--- src/rtl/instr_decoder.sv ---
// instr_decoder: registered RV32I field, immediate and ALU-op decoder with one cycle of latency
module instr_decoder #(
    parameter int N               = 32,
    parameter int ALU_FUNCT_WIDTH = 4,
    parameter int INSTR_REG_WIDTH = 5
) (
    input  logic                       clk,
    input  logic                       rst_n,
    input  logic [N-1:0]               instr,
    input  logic                       controlOverride,
    output logic [ALU_FUNCT_WIDTH-1:0] alu_funct,
    output logic [INSTR_REG_WIDTH-1:0] rs1,
    output logic [INSTR_REG_WIDTH-1:0] rs2,
    output logic [INSTR_REG_WIDTH-1:0] rd,
    output logic [N-1:0]               immed
);
    localparam logic [6:0] OP_LOAD   = 7'b0000011;
    localparam logic [6:0] OP_IMM    = 7'b0010011;
    localparam logic [6:0] OP_JALR   = 7'b1100111;
    localparam logic [6:0] OP_STORE  = 7'b0100011;
    localparam logic [6:0] OP_BRANCH = 7'b1100011;
    localparam logic [6:0] OP_LUI    = 7'b0110111;
    localparam logic [6:0] OP_AUIPC  = 7'b0010111;
    localparam logic [6:0] OP_JAL    = 7'b1101111;
    localparam logic [6:0] OP_REG    = 7'b0110011;
    logic [6:0]                 opcode;
    logic [2:0]                 funct3;
    logic [31:0]                imm32;
    logic [3:0]                 alu4;
    logic [ALU_FUNCT_WIDTH-1:0] alu_funct_d, alu_funct_q;
    logic [INSTR_REG_WIDTH-1:0] rs1_d, rs1_q, rs2_d, rs2_q, rd_d, rd_q;
    logic [N-1:0]               immed_d, immed_q;
    always_comb begin
        opcode = instr[6:0];
        funct3 = instr[14:12];
        alu4 = controlOverride     ? 4'b0000 :
               opcode == OP_REG    ? {instr[30], funct3} :
               opcode == OP_IMM    ? {(funct3 == 3'b101) & instr[30], funct3} :
               opcode == OP_BRANCH ? 4'b1000 : 4'b0000;
        imm32 = (opcode == OP_LOAD || opcode == OP_IMM || opcode == OP_JALR) ? {{20{instr[31]}}, instr[31:20]} :
                opcode == OP_STORE  ? {{20{instr[31]}}, instr[31:25], instr[11:7]} :
                opcode == OP_BRANCH ? {{19{instr[31]}}, instr[31], instr[7], instr[30:25], instr[11:8], 1'b0} :
                (opcode == OP_LUI || opcode == OP_AUIPC) ? {instr[31:12], 12'b0} :
                opcode == OP_JAL    ? {{11{instr[31]}}, instr[31], instr[19:12], instr[20], instr[30:21], 1'b0} : 32'b0;
        alu_funct_d = ALU_FUNCT_WIDTH'(alu4);
        rs1_d = INSTR_REG_WIDTH'(instr[19:15]);
        rs2_d = INSTR_REG_WIDTH'(instr[24:20]);
        rd_d = INSTR_REG_WIDTH'(instr[11:7]);
        immed_d = N'($signed(imm32));
    end
    always_ff @(posedge clk) begin
        if (!rst_n) begin
            alu_funct_q <= '0;
            rs1_q <= '0;
            rs2_q <= '0;
            rd_q <= '0;
            immed_q <= '0;
        end else begin
            alu_funct_q <= alu_funct_d;
            rs1_q <= rs1_d;
            rs2_q <= rs2_d;
            rd_q <= rd_d;
            immed_q <= immed_d;
        end
    end
    assign alu_funct = alu_funct_q;
    assign rs1 = rs1_q;
    assign rs2 = rs2_q;
    assign rd = rd_q;
    assign immed = immed_q;
endmodule

--- config.mk ---
export PLATFORM = sky130hd
export DESIGN_NAME = instr_decoder
export DESIGN_NICKNAME = d
export VERILOG_FILES = /design/src/rtl/instr_decoder.sv
export SDC_FILE = /design/constraint.sdc
export NUM_CORES = 1
export LEC_CHECK = 0
export ABC_AREA = 1
export BUFFER_PORTS_ARGS = -buffer_cell sky130_fd_sc_hd__clkbuf_2
export CORE_ASPECT_RATIO = 0.5
export CORE_MARGIN = 2
export CORE_UTILIZATION = 45
export CTS_CLUSTER_DIAMETER = 120
export DETAILED_ROUTE_END_ITERATION = 6
export PLACE_DENSITY = 0.77
export SKIP_CTS_REPAIR_TIMING = 1
export SLEW_MARGIN = 10
export SYNTH_ARGS = -nofsm -noshare
export SYNTH_HDL_FRONTEND = slang
export SYNTH_SLANG_ARGS = --single-unit
--- constraint.sdc ---
create_clock -name clk -period 1.6 [get_ports clk]
set_clock_uncertainty 0.2 [all_clocks]
set_input_delay 0.16 -clock clk [delete_from_list [all_inputs] [get_ports clk]]
set_output_delay 0.16 -clock clk [all_outputs]
set_load 0.02 [all_outputs]
==> flow_summary.toml <==
[outcome]
status = "finished, violations left"
violations = "negative hold slack"

[power]
powerDensity_nw_per_um2 = 888
p_sw_share_pct = 23.5
irDropWorstVdd_mv = 0.559
p_clk_share_pct = 33.3
pwr-share-comb_pct = 11.5
total_power_mw = 2.37
intPower_mw = 1.81
p_sw_uw = 557
static-leakage-power_nw = 1.46
p_seq_share_pct = 55.2

[routing]
firstDrtPassIters = 4
vias = 1746
wl_per_cell_um = 11.1
antenna_left = 0
viasPerCell = 4.48
drtIter0Drc = 100
wl_um = 4310
drc = 0

[final_layout]
final_area_um2 = 2670
fillers = 317
insertedDiodeCount = 0
nets = 370
drive_gt1_share_pct = 35.1
fin_util_pct = 68.7
syn2layout_area_growth_pct = 47.6

[synthesis]
syn_inst = 218
synth_area_per_cell_um2 = 8.29
synth_nets = 253
synth.cell_area_um2 = 1810
yosys_register_bits = 51
synth.yosys.seq_area_share_pct = 56.5
ys_warn_count = 0
synth_cell_type_count = 23

[cts]
clock_sinks = 51
cts_made_buffers = 5
cts-root-buf = "clkbuf_8"
cts_buffer_depth = 2
clk_pin_slew_worst_paths_ns = 0.09
cts-htree-levels = 2
cts_tree = "done"

[sta]
fin_crit_ns = 1.56
finalSetupViolCount = 0
worst_pin_slew_ns = 0.385
max_slew_margin_pct = 74.2
hold_viol_final = 1
hold_ws_ns = -0.0214
finalCritPeriodShare_pct = 97.3
drv_slew = 0
fmax_ghz = 0.642

[critical_path]
required_ns = 1.63
cp-start-kind = "primary input"
slowest_delay_ns = 0.56
critPathMostFrequentCell = "dlygate4sd3_1"
crit_path_max_fanout = 2
crit_arrival_ns = 1.59
worstPathCellList = "dlygate4sd3_1 > clkbuf_2 > inv_1 > nor3_1 > dlygate4sd3_1"
cp_num_buf_inv = 4
cp_slowest_cell = "dlygate4sd3_1"
cp_top_family = "buffers and inverters"
startpoint = "instr[13]"
end_kind = "flop"
crit_type = "primary input to flop"

[placement]
dp_hpwl_um = 3120
gp_congestion = 0.941
place_area_um2 = 2290
io_buffers = 85

[flow_run]
cap_viol_max_count = 0

[min_path]
hold_class = "primary input to flop"
hold_start = "rst_n"

[floorplanning]
core_um2 = 3880
start_util_pct = 46.5
dieArea_um2 = 4570
ios = 86
num_rows = 16
die_height_um = 48.8
die_x_um = 93.6

[global_routing]
globalRouteTotalUtil_pct = 17.5
grt-ovfl-total = 0
first_global_vias = 1496
antenna_found_initial = 0
grt_pass1_wl_um = 6270
grt_max_degree = 24
[logic make-up after synthesis]
family                 after synthesis  synth area share, %
flip-flops                          51                 56.5
AO/OA/AOI/OAI                       21                 8.10
AND/OR/NAND/NOR                    106                 26.5
buffers and inverters               40                 8.93
[cell usage in the layout (no fill, tap or decap)]
| cell type | n |
|---|---|
| dlygate4sd3_1 | 27 |
| buf_4 | 3 |
| nor3_1 | 1 |
| inv_1 | 34 |
| dfxtp_1 | 51 |
| nand2_1 | 62 |
| nand2_2 | 3 |
| a21oi_1 | 5 |
| clkbuf_2 | 85 |
| nand3_4 | 1 |
| nor2_1 | 15 |
| nor3b_1 | 2 |
| or2_2 | 1 |
| clkinvlp_4 | 1 |
| nand3_1 | 16 |
| nor2_4 | 2 |
| o21ai_1 | 1 |
| a21oi_2 | 10 |
| clkbuf_8 | 7 |
| nor2_2 | 2 |
| o21ai_0 | 4 |
| o21ai_2 | 1 |
| inv_2 | 1 |
| nand2_4 | 1 |
[worst paths after layout]
| check | to | depth (start not counted) | slack, ns |
|---|---|---|---|
| max | alu_funct[1]$_SDFF_PP0_ | 5 | 0.04 |
| min | rd[3]$_SDFF_PN0_ | 3 | -0.02 |
[power by group through the flow]
stage	sequential [mW]	clock (mW)	combinational (mW)
finish	1.31	0.788	0.273
global placement	1.34	0	0.216
global route	1.31	0.868	0.298
floorplan	1.37	0	0.0789
detailed placement	1.34	0	0.219
CTS	1.31	0.816	0.220
[cell type report]
cell class | instances | area (um^2) | share of cell area, %
Multi-Input combinational cell | 127 | 624 | 23.4
Timing Repair Buffer | 115 | 718 | 26.9
Sequential cell | 51 | 1020 | 38.3
Clock buffer | 7 | 96.3 | 3.61
Inverter | 35 | 131 | 4.93
Clock inverter | 1 | 7.51 | 0.282
Tap cell | 54 | 67.6 | 2.53
[registers in the layout, indices dropped and copies added (netlist names)]
register and cells:
immed 32, rd 5, rs1 5, rs2 5, alu_funct 4
[synth_stat cells (all sizes together)]
cell type | number | area, um^2
buf | 3 | 22.5
nor3b | 2 | 15.0
nor3 | 1 | 5.00
clkbuf | 2 | 7.51
or2 | 1 | 6.26
nand2 | 66 | 263
nand3 | 17 | 97.6
a21oi | 15 | 113
nor2 | 19 | 91.3
inv | 35 | 131
dfxtp | 51 | 1020
o21ai | 6 | 33.8
[layer usage]
metal | track usage (%) | wire (um) | vias up
li1 | - | - | 894
met2 | 32.1 | 2160 | 59
met1 | 20.2 | 1830 | 791
met4 | 4.11 | 20 | 0
met5 | 0 | 0 | -
met3 | 5.10 | 297 | 2
[through the flow]
| stage | TNS [ns] | hold WS, ns | instances | worst slack, ns |
|---|---|---|---|---|
| 2_1_floorplan | 0 | 0.0535 | 218 | 0.365 |
| 3_3_place_gp | 0 | 0.158 | 355 | 0.193 |
| 3_5_place_dp | 0 | 0.164 | 355 | 0.117 |
| 4_1_cts | 0 | -0.147 | 363 | 0.425 |
| 5_1_grt | -0.0204 | 0.00280 | 390 | -0.0204 |
| 6_report | 0 | -0.0214 | 390 | 0.0430 |
Power figures use the tool's default switching activity.
